### config.mk
export PLATFORM = sky130hd
export DESIGN_NAME = decoder_pipe
export DESIGN_NICKNAME = d
export VERILOG_FILES = /design/src/rtl/decoder_pipe_pkg.sv /design/src/rtl/decoder_pipe_imm_gen.sv /design/src/rtl/decoder_pipe.sv
export SDC_FILE = /design/constraint.sdc
export NUM_CORES = 1
export LEC_CHECK = 0
export BUFFER_PORTS_ARGS = -buffer_cell sky130_fd_sc_hd__buf_2
export CAP_MARGIN = 10
export CORE_ASPECT_RATIO = 0.5
export CORE_UTILIZATION = 45
export CTS_BUF_LIST = sky130_fd_sc_hd__clkbuf_16
export CTS_CLUSTER_DIAMETER = 40
export DETAILED_ROUTE_END_ITERATION = 12
export HOLD_SLACK_MARGIN = 0.08
export PLACE_DENSITY = 0.73
export SETUP_SLACK_MARGIN = 0.5
export SKIP_LAST_GASP = 1
export SYNTH_ARGS = -nofsm -noshare
export SYNTH_HDL_FRONTEND = slang
export SYNTH_HIERARCHICAL = 1
export SYNTH_SLANG_ARGS = --single-unit
### constraint.sdc
create_clock -name I_clk -period 1.51 [get_ports I_clk]
set_input_delay 0.302 -clock I_clk [delete_from_list [all_inputs] [get_ports I_clk]]
set_output_delay 0.302 -clock I_clk [all_outputs]
set_load 0.02 [all_outputs]
### src/rtl/decoder_pipe_pkg.sv
// Shared opcode encodings, decoded-field layout and small helpers for the
// decoder_pipe instruction decoder.
package decoder_pipe_pkg;

    localparam logic [3:0] OP_WRITE = 4'b0111;
    localparam logic [3:0] OP_LOAD  = 4'b1000;
    localparam logic [3:0] OP_JMP   = 4'b1100;
    localparam logic [3:0] OP_EXT   = 4'b1111;

    localparam int PAYLOAD_W = 12;

    typedef struct packed {
        logic [3:0] opcode;
        logic [2:0] rd_select;
        logic       mode;
        logic [2:0] ra_select;
        logic [2:0] rb_select;
    } fields_t;

    // Opcodes whose 8-bit base immediate can be widened by a preceding EXT.
    function automatic logic takes_prefix(input logic [3:0] op);
        return (op == OP_WRITE) || (op == OP_LOAD) || (op == OP_JMP);
    endfunction

    function automatic fields_t slice_fields(input logic [15:0] instr);
        fields_t f;
        f.opcode    = instr[15:12];
        f.rd_select = instr[11:9];
        f.mode      = instr[8];
        f.ra_select = instr[7:5];
        f.rb_select = instr[4:2];
        return f;
    endfunction

endpackage

### src/rtl/decoder_pipe_imm_gen.sv
// Combinational immediate generator: base immediate per opcode, optionally
// widened with the upper bits held from a preceding EXT prefix.
module decoder_imm_gen
    import decoder_pipe_pkg::*;
#(
    parameter int IMM_WIDTH = 16
) (
    input  logic [3:0]           opcode_i,
    input  logic [15:0]          instruction_i,
    input  logic [PAYLOAD_W-1:0] payload_i,
    input  logic                 prefix_pending_i,
    output logic [IMM_WIDTH-1:0] immediate_o,
    output logic                 extended_o
);

    logic [7:0]           base_imm;
    logic signed [4:0]    short_imm;
    logic [IMM_WIDTH-1:0] prefixed_imm;
    logic                 unused_bits;

    // Opcode arrives separately; payload bits above IMM_WIDTH-8 never reach the output.
    assign unused_bits = ^{instruction_i[15:12], payload_i};

    assign short_imm = instruction_i[4:0];
    assign base_imm  = (opcode_i == OP_WRITE)
                     ? {instruction_i[11:9], instruction_i[2:0], 2'b00}
                     : instruction_i[7:0];

    generate
        if (IMM_WIDTH > 8) begin : g_prefix
            assign prefixed_imm = {payload_i[IMM_WIDTH-9:0], base_imm};
        end else begin : g_no_prefix
            assign prefixed_imm = IMM_WIDTH'(base_imm);
        end
    endgenerate

    always_comb begin
        immediate_o = IMM_WIDTH'(short_imm);
        extended_o  = 1'b0;
        if (takes_prefix(opcode_i)) begin
            if (prefix_pending_i) begin
                immediate_o = prefixed_imm;
                extended_o  = 1'b1;
            end else begin
                immediate_o = IMM_WIDTH'(base_imm);
            end
        end
    end

endmodule

### src/rtl/decoder_pipe.sv
// One-deep valid/ready instruction decoder with EXT immediate prefix and flush.
//   state    | meaning
//   S_IDLE   | no prefix held; next instruction decodes with its own immediate
//   S_PREFIX | EXT payload held; next WRITE/LOAD/JMP gets the upper immediate bits
module decoder_pipe
    import decoder_pipe_pkg::*;
#(
    parameter int IMM_WIDTH = 16
) (
    input  logic                 I_clk,
    input  logic                 I_reset,
    input  logic                 I_enable,
    input  logic                 I_flush,
    input  logic                 I_valid,
    output logic                 O_ready,
    input  logic [15:0]          I_instruction,
    output logic                 O_valid,
    input  logic                 I_ready,
    output logic [3:0]           O_opcode,
    output logic [2:0]           O_rD_select,
    output logic                 O_mode,
    output logic [2:0]           O_rA_select,
    output logic [2:0]           O_rB_select,
    output logic [IMM_WIDTH-1:0] O_immediate,
    output logic                 O_extended
);

    typedef enum logic {
        S_IDLE   = 1'b0,
        S_PREFIX = 1'b1
    } state_t;

    state_t                 state_q, state_d;
    logic [PAYLOAD_W-1:0]   payload_q, payload_d;
    logic                   valid_q, valid_d;
    fields_t                fields_q, fields_d;
    logic [IMM_WIDTH-1:0]   imm_q, imm_d;
    logic                   ext_q, ext_d;

    logic                   accept;
    logic                   is_ext;
    logic [IMM_WIDTH-1:0]   dec_imm;
    logic                   dec_ext;

    // I_ready feeds O_ready combinationally so a full register can refill in the emit cycle.
    assign O_ready = I_enable && !I_reset && !I_flush && (!valid_q || I_ready);
    assign accept  = I_valid && O_ready;
    assign is_ext  = (I_instruction[15:12] == OP_EXT);

    decoder_imm_gen #(
        .IMM_WIDTH (IMM_WIDTH)
    ) u_imm_gen (
        .opcode_i         (I_instruction[15:12]),
        .instruction_i    (I_instruction),
        .payload_i        (payload_q),
        .prefix_pending_i (state_q == S_PREFIX),
        .immediate_o      (dec_imm),
        .extended_o       (dec_ext)
    );

    always_comb begin
        state_d   = state_q;
        payload_d = payload_q;
        valid_d   = valid_q;
        fields_d  = fields_q;
        imm_d     = imm_q;
        ext_d     = ext_q;
        if (I_enable) begin
            if (I_flush) begin
                state_d   = S_IDLE;
                payload_d = '0;
                valid_d   = 1'b0;
            end else begin
                if (valid_q && I_ready) begin
                    valid_d = 1'b0;
                end
                if (accept) begin
                    if (is_ext) begin
                        payload_d = I_instruction[PAYLOAD_W-1:0];
                        state_d   = S_PREFIX;
                    end else begin
                        valid_d  = 1'b1;
                        fields_d = slice_fields(I_instruction);
                        imm_d    = dec_imm;
                        ext_d    = dec_ext;
                        state_d  = S_IDLE;
                    end
                end
            end
        end
    end

    always_ff @(posedge I_clk) begin
        if (I_reset) begin
            state_q   <= S_IDLE;
            payload_q <= '0;
            valid_q   <= 1'b0;
            fields_q  <= '0;
            imm_q     <= '0;
            ext_q     <= 1'b0;
        end else begin
            state_q   <= state_d;
            payload_q <= payload_d;
            valid_q   <= valid_d;
            fields_q  <= fields_d;
            imm_q     <= imm_d;
            ext_q     <= ext_d;
        end
    end

    assign O_valid     = valid_q;
    assign O_opcode    = fields_q.opcode;
    assign O_rD_select = fields_q.rd_select;
    assign O_mode      = fields_q.mode;
    assign O_rA_select = fields_q.ra_select;
    assign O_rB_select = fields_q.rb_select;
    assign O_immediate = imm_q;
    assign O_extended  = ext_q;

endmodule

==> impl_metrics.tcl, run 1 <==
set metrics [dict create \
    antenna_found_initial 0 \
    pre_cts_ws_ns -0.0273 \
    start_util 0.496 \
    min_to "O_mode" \
    grt_pass1_vias 1749 \
    min_path_cells 3 \
    min-delay-start "I_instruction[8]" \
    crit_required_ns 1.66 \
    setup_violations 0 \
    drt_iter0_drc 169 \
    grt_max_degree 42 \
    final.setup_skew_ns 0.00243 \
    power_density_nw_per_um2 920 \
    hold_path.class "input port to flop" \
    final_core_util 0.798 \
    max_freq_ghz 0.734 \
    vias 1794 \
    syn_avg_cell_area_sq_um 9.66 \
    start_kind "input port" \
    die_area_sq_um 4240 \
    viasPerCell 5.70 \
    end_kind "flop" \
    final_layout_size_suffix_gt1_frac 0.568 \
    dp_hpwl_um 2880 \
    hold_violations 0 \
    min_period_over_period 0.902 \
    track_usage 0.275 \
    synthCells 185 \
    grt_util_met2 0.486 \
    critPathSlowestCell "or3b_4" \
    htreeDepth 2 \
    setup_slack_ns 0.147 \
    yosysWarnings 6 \
    reg2reg_slack_ns 0.21 \
    crit_start "I_instruction[13]" \
    ant_nets 0 \
    clk_latency_ns 0.28 \
    path_clk_slew_ns 0.06 \
    max-cap-violations 0 \
    drc 0 \
    synth_nets 207 \
    die_h_um 46.6 \
    cts_tree "yes" \
    cp.arrival_ns 1.51 \
    grtUsageMet3 0.0759 \
    final_max_slew_viol_count 0 \
    final_net_count 285 \
    reg2reg_from "O_valid" \
    syn_to_final_growth_pct 60.9 \
    clockRootBuffer "clkbuf_16" \
    regArea_sq_um 861 \
    max_stage_delay_ns 0.45 \
    met1_usage 0.324 \
    path_cells "buf_8 > or3b_4 > and3_4 > a21o_1 > mux2i_1 > nor2_1" \
    critical_path_class "input port to flop" \
    first_pass_iters 4 \
    clock_path_buffers 2 \
    power_leakage_nw 1.44 \
    worst-slew-pin-transition_ns 0.446 \
    n_fill_cell 214 \
    num_rows 15 \
    wl_per_cell_um 19.6 \
    worst-r2r-cell-count 5 \
    ir_drop_uv 487 \
    cts_buffers 5 \
    r2r_end "O_opcode[0]" \
    rsz0062_at_grt "yes" \
    cts_hold_buf 0 \
    busiest_layer "met2" \
    multiInputGateArea_sq_um 978 \
    numClockSinks 41 \
    critPathBufInv 1 \
    place_congestion 0.788 \
    overflow 0 \
    wirelength_um 6170 \
    io-pin-count 55 \
    cpLargestDelayFamily "simple AND/OR/NAND/NOR gates" \
    core_sq_um 3600 \
    grt_pass1_wl_um 8660 \
    status "finished clean" \
    synthesis.area_sq_um 1790 \
    fin_crit_ns 1.36 \
    cp_max_fo 8 \
    relSlewSlack 0.703 \
    numPortBuffers 54 \
    die_w_um 91.1 \
    num_antenna_cells 0 \
]
## through the flow
stage	cells	total power, mW	setup TNS, ns	cell area, sq um	hold slack (ns)
2_1_floorplan	185	1.28	0	1820	0.434
3_3_place_gp	285	1.36	0	2130	0.454
3_5_place_dp	285	1.36	-0.0889	2130	0.462
4_1_cts	308	2.61	0	2740	0.260
5_1_grt	315	2.73	0	2880	0.289
6_report	315	2.65	0	2880	0.256
## state kept, by name (all words and copies together), names as in the netlist
register	count
O_rA_select	3
O_rB_select	3
O_mode	1
O_extended	1
O_immediate	16
state_q	1
O_valid	1
O_rD_select	3
O_opcode	4
payload_q	8
## cell usage in the layout (no fill, tap or decap), types with 7 or more instances in the layout
master	instances
a21o_1	8
a21oi_1	7
buf_2	18
buf_4	19
buf_6	40
dfxtp_1	9
dfxtp_2	32
mux2i_1	30
nand2_1	10
nand3_1	8
nor2_1	32
## what timing repair did
item | CTS | global route
gates resized for setup | 117 | 16
cloned | 1 | 3
pin swaps | 7 | 3
setup buffers | 14 | 4
endpoints found under the setup margin | 73 | 74
## worst max path at each step
| stage | to | depth (start not counted) |
|---|---|---|
| finish | O_immediate[15] | 6 |
| global route | O_immediate[15] | 6 |
| CTS | O_ready | 4 |
| detailed placement | O_immediate[11] | 6 |
| global placement | O_immediate[14] | 6 |
| floorplan | O_immediate[13] | 6 |
## power by group
group	leakage [nW]	switching [mW]	internal, mW	total [mW]
clock network	0.0852	0.426	0.776	1.20
registers	0.347	0.0134	1.10	1.12
logic	1.00	0.170	0.159	0.329
## per-layer routing
metal	routed length, um	vias to the layer above
met5	0	-
met4	235	0
met3	593	35
met2	2870	120
met1	2470	841
li1	-	798
## layout make-up
class                   count  share of cell area
clock inverters             3              0.0148
flip-flops and latches     41               0.299
well taps                  51              0.0222
clock buffers               5              0.0435
repair buffers             83               0.280
multi-input cells         132               0.340
## worst reg2reg max path, delay by kind of cell, from the launching register on
kind / cells / cell delay, ns
buf+inv: 1 / 0.23
simple gates: 3 / 0.37
flops: 1 / 0.33
mux: 1 / 0.22
Note: power is estimated with default switching activity, not from simulation.
==> run 2, diff against run 1 <==
- PLACE_DENSITY: 0.73 -> not set
- PLACE_DENSITY_LB_ADDON: not set -> 0.15
==> run 2 against run 1 <==
Effect of this change: first-iteration DRC count shrank 27%; clock skew decreased by 0.0012 ns; clock power barely moved; utilization is 5.5 points lower; sequential share of layout area grew 2.2 points; global-route usage decreased by 5.5 points; highest routed layer unchanged.
==> impl_metrics.tcl, run 2 (synthesis results as in run 1) <==
set metrics [dict create \
    rsz0062_at_grt "yes" \
    final.setup_skew_ns 0.00127 \
    reg2reg_slack_ns 0.25 \
    tns_ns 0 \
    grt_pass1_vias 1445 \
    grt_max_degree 42 \
    min-delay-start "I_instruction[8]" \
    start_kind "flop" \
    hold_path.class "input port to flop" \
    core_sq_um 3600 \
    max-cap-violations 0 \
    fin_crit_ns 1.26 \
    max_freq_ghz 0.791 \
    end_kind "flop" \
    crit_top_cell "buf_12" \
    setup_violations 0 \
    vias 1566 \
    worst-slew-pin-transition_ns 0.414 \
    die_h_um 46.6 \
    final_net_count 272 \
    status "finished clean" \
    htreeDepth 2 \
    final_layout_size_suffix_gt1_frac 0.510 \
    dr_wl_met2_um 2120 \
    numPortBuffers 54 \
    highest_layer "met4" \
    clock_path_buffers 2 \
    dp_hpwl_um 2910 \
    power_leakage_nw 1.34 \
    die_w_um 91.1 \
    hold_violations 0 \
    numClockSinks 41 \
    final_max_slew_viol_count 0 \
    n_fill_cell 260 \
    largest_reg_flops 16 \
    grt_pass1_wl_um 6900 \
    final_cell_mix "buf_6 (37), nor2_1 (34), dfxtp_2 (32)" \
    drt_iter0_drc 123 \
    pre_cts_ws_ns -0.0581 \
    die_area_sq_um 4240 \
    r2r_end "O_rD_select[1]" \
    clockRootBuffer "clkbuf_16" \
    num_rows 15 \
    min_period_over_period 0.837 \
    viasPerCell 5.19 \
    place_congestion 0.735 \
    cts_tree "yes" \
    path_clk_slew_ns 0.06 \
    critPathSlowestCell "dfxtp_2" \
    power_density_nw_per_um2 961 \
    min_path_cells 3 \
    wl_met1_um 2210 \
    ant_nets 0 \
    num_antenna_cells 0 \
    ir_drop_uv 629 \
    reg2reg_from "O_valid" \
    worst-r2r-cell-count 6 \
    wirelength_um 4620 \
    syn_to_final_growth_pct 49.8 \
    cts_buffers 5 \
    first_pass_iters 4 \
    crit_required_ns 1.66 \
    io-pin-count 55 \
    overflow 0 \
    min_to "O_mode" \
    setup_slack_ns 0.246 \
    drc 0 \
    track_usage 0.219 \
    path_cells "nand2b_4 > buf_12 > nand4_4 > buf_12 > mux2i_2 > nor2_1" \
    cp_max_fo 8 \
    wl_per_cell_um 15.3 \
    final_common_cell "buf_6" \
    critical_path_class "flop to flop" \
    clk_latency_ns 0.28 \
    relSlewSlack 0.724 \
    max_stage_delay_ns 0.35 \
    start_util 0.496 \
    wl_met3_um 251 \
    antenna_found_initial 0 \
    cp.arrival_ns 1.41 \
]
==> run 2: layout make-up <==
class	count	area, sq um	share of cell area
clock buffers	5	125	0.0467
clock inverters	3	37.5	0.0140
repair buffers	71	682	0.255
well taps	51	63.8	0.0238
multi-input cells	131	908	0.339
flip-flops and latches	41	861	0.321
==> run 2: timing repair <==
| item | 4_1_cts | 5_1_grt |
|---|---|---|
| hold buffers | 0 | 0 |
| pin swaps | 2 | 4 |
| setup endpoints to repair | 72 | 74 |
| cloned | 0 | 1 |
| resized for setup | 101 | 8 |
| buffers inserted | 4 | 2 |
==> run 2: metrics by stage <==
stage / std cells / total power, mW / hold WS, ns / util / area, sq um
5_1_grt: 302 / 2.66 / 0.285 / 0.743 / 2680
2_1_floorplan: 185 / 1.28 / 0.434 / - / 1820
4_1_cts: 299 / 2.58 / 0.261 / 0.724 / 2610
3_5_place_dp: 287 / 1.37 / 0.462 / 0.594 / 2140
6_report: 302 / 2.57 / 0.266 / 0.743 / 2680
3_3_place_gp: 287 / 1.36 / 0.454 / 0.594 / 2140
==> run 2: worst max path at each step <==
stage               slack (ns)  depth (start not counted)              end               from
detailed placement       -0.06                          6  O_immediate[13]  I_instruction[15]
global placement          0.01                          6  O_immediate[11]  I_instruction[15]
global route              0.18                          6   O_rD_select[1]            O_valid
floorplan                 0.11                          6  O_immediate[13]  I_instruction[13]
CTS                       0.25                          6  O_immediate[12]            O_valid
finish                    0.25                          6   O_rD_select[1]            O_valid
==> run 2: worst max-delay path, delay by kind of cell (launching register included) <==
kind	cells	cell delay, ns
flops	1	0.35
buf+inv	2	0.29
simple gates	3	0.28
mux	1	0.21
==> run 2: routing by layer <==
metal | up-vias | global-route usage
li1 | 764 | -
met1 | 737 | 0.282
met2 | 58 | 0.367
met3 | 7 | 0.0611
met4 | 0 | 0.0698
met5 | - | 0
==> run 2: where the power goes <==
group / internal [mW] / switching (mW) / leakage (nW)
clock network: 0.768 / 0.415 / 0.0826
registers: 1.10 / 0.0128 / 0.347
logic: 0.135 / 0.140 / 0.913
==> run 3, diff against run 2 <==
- ABC_AREA: not set -> 1
- clock period: 1.51 -> 1.1 ns (I/O delays scaled with it)
==> run 3 against run 2 <==
Effect of this change: the run now ends with setup timing left; global-route usage rose by 2.5 points; utilization fell by 1.5 points; final cell count up 28%; worst setup slack worse by 0.46 ns; hold slack got worse by 0.066 ns; wire length is 14% higher; total power rose by 37%; count of clock-buffer cells in the layout unchanged; combinational power up 99%; largest power group is now registers; highest routed layer unchanged.
==> impl_metrics.tcl, run 3 <==
set metrics [dict create \
    grt_pass1_wl_um 8380 \
    final_max_slew_viol_count 0 \
    cts_tree "yes" \
    clk_latency_ns 0.28 \
    syn_to_final_growth_pct 51.6 \
    worst-slew-pin-transition_ns 0.366 \
    cp_max_fo 2 \
    cp.arrival_ns 1.09 \
    min_period_over_period 1.19 \
    final_cell_mix "buf_6 (38), nor2_1 (34), nand2_1 (32), o21ai_1 (32), dfxtp_2 (31)" \
    ir_drop_uv 838 \
    drc 0 \
    grt_max_degree 29 \
    setup_violations 43 \
    final.setup_skew_ns 0.00672 \
    start_kind "flop" \
    critPathSlowestCell "dfxtp_4" \
    cts_buffers 5 \
    num_rows 16 \
    core_sq_um 4000 \
    power_leakage_nw 1.36 \
    violations "setup timing" \
    die_h_um 48.2 \
    dp_hpwl_um 3680 \
    numPortBuffers 54 \
    power_density_nw_per_um2 1210 \
    cpLargestDelayFamily "flip-flops" \
    final_common_cell "buf_6" \
    drt_iter0_drc 141 \
    multiInputGateArea_sq_um 988 \
    die_w_um 94.5 \
    die_area_sq_um 4560 \
    regArea_sq_um 863 \
    max-cap-violations 0 \
    dp.cells 369 \
    synthCells 261 \
    clock_path_buffers 2 \
    final_cells 386 \
    setup_slack_ns -0.214 \
    place_congestion 0.932 \
    crit_required_ns 0.88 \
    max_freq_ghz 0.761 \
    yosysWarnings 6 \
    relSlewSlack 0.756 \
    viasPerCell 5.28 \
    htreeDepth 2 \
    num_antenna_cells 0 \
    final_net_count 353 \
    synth_nets 283 \
    max_stage_delay_ns 0.35 \
    critPathBufInv 2 \
    cts_hold_buf 0 \
    antenna_found_initial 0 \
    overflow 0 \
    synthesis.area_sq_um 1920 \
    rsz0062_at_grt "yes" \
    fin_crit_ns 1.31 \
    final_layout_size_suffix_gt1_frac 0.467 \
    wirelength_um 5280 \
    final_core_util 0.728 \
    io-pin-count 55 \
    hold_path.class "input port to flop" \
    start_util 0.481 \
    end_kind "output pin" \
    first_pass_iters 5 \
    largest_reg_flops 16 \
    placed_area_sq_um 2380 \
    final_cell_area_sq_um 2920 \
    clockRootBuffer "clkbuf_16" \
    status "finished with violations" \
    hold_violations 0 \
    syn_avg_cell_area_sq_um 7.37 \
    path_clk_slew_ns 0.06 \
    wl_per_cell_um 13.7 \
    critical_path_class "flop to output pin" \
    vias 2039 \
    grt_pass1_vias 1779 \
    ant_nets 0 \
    path_cells "nand2_4 > nand2_4 > nor2_8 > buf_6 > buf_6" \
    track_usage 0.245 \
    numClockSinks 41 \
    n_fill_cell 324 \
    pre_cts_ws_ns -0.248 \
]
run 3: where the power goes:
| group | internal [mW] | leakage, nW | switching (mW) |
|---|---|---|---|
| clock | 0.831 | 0.0696 | 0.586 |
| sequential | 1.53 | 0.348 | 0.0289 |
| combinational | 0.250 | 0.947 | 0.299 |
| total | 2.61 | 1.36 | 0.914 |
run 3: metal layers:
| layer | GRT usage | part of all wire | up-vias |
|---|---|---|---|
| li1 | - | - | 1012 |
| met1 | 0.343 | 0.47 | 935 |
| met2 | 0.383 | 0.44 | 86 |
| met3 | 0.0717 | 0.080 | 6 |
| met4 | 0.0455 | 0.0049 | 0 |
| met5 | 0 | 0 | - |
run 3: worst min-delay path: stages:
cell    delay [ns]
buf_2         0.10
nor3_2        0.04
nor2_1        0.09
run 3: final timing paths:
check | startpoint | end | slack, ns | cells past startpoint
worst max-delay path | O_valid | O_ready | -0.21 | 5
worst min-delay path | I_instruction[10] | O_rD_select[1] | 0.20 | 3
worst max register to register | O_valid | payload_q[4] | -0.19 | 8
worst min register to register | payload_q[7] | payload_q[7] | 0.47 | 2
run 3: layout make-up:
| type | instances | area share |
|---|---|---|
| Multi-Input combinational cell | 183 | 0.339 |
| Clock inverter | 3 | 0.00601 |
| Sequential cell | 41 | 0.296 |
| Clock buffer | 5 | 0.0429 |
| Tap cell | 54 | 0.0232 |
| Inverter | 15 | 0.0193 |
| Timing Repair Buffer | 85 | 0.274 |
run 3: metrics by stage:
step,hold slack (ns),TNS (ns),power [mW]
2_1_floorplan,0.361,-1.46,1.86
3_3_place_gp,0.455,-6.88,2.03
3_5_place_dp,0.462,-8.00,2.03
4_1_cts,0.182,-5.74,3.54
5_1_grt,0.207,-9.44,3.66
6_report,0.200,-6.21,3.53
run 3: what timing repair did:
action / 4_1_cts / 5_1_grt
setup buffers: 7 / 2
pin swaps: 4 / 5
cloned: 0 / 0
setup endpoints to repair: 74 / 74
endpoints found under the hold margin: 0 / 0
gates resized for setup: 107 / 10
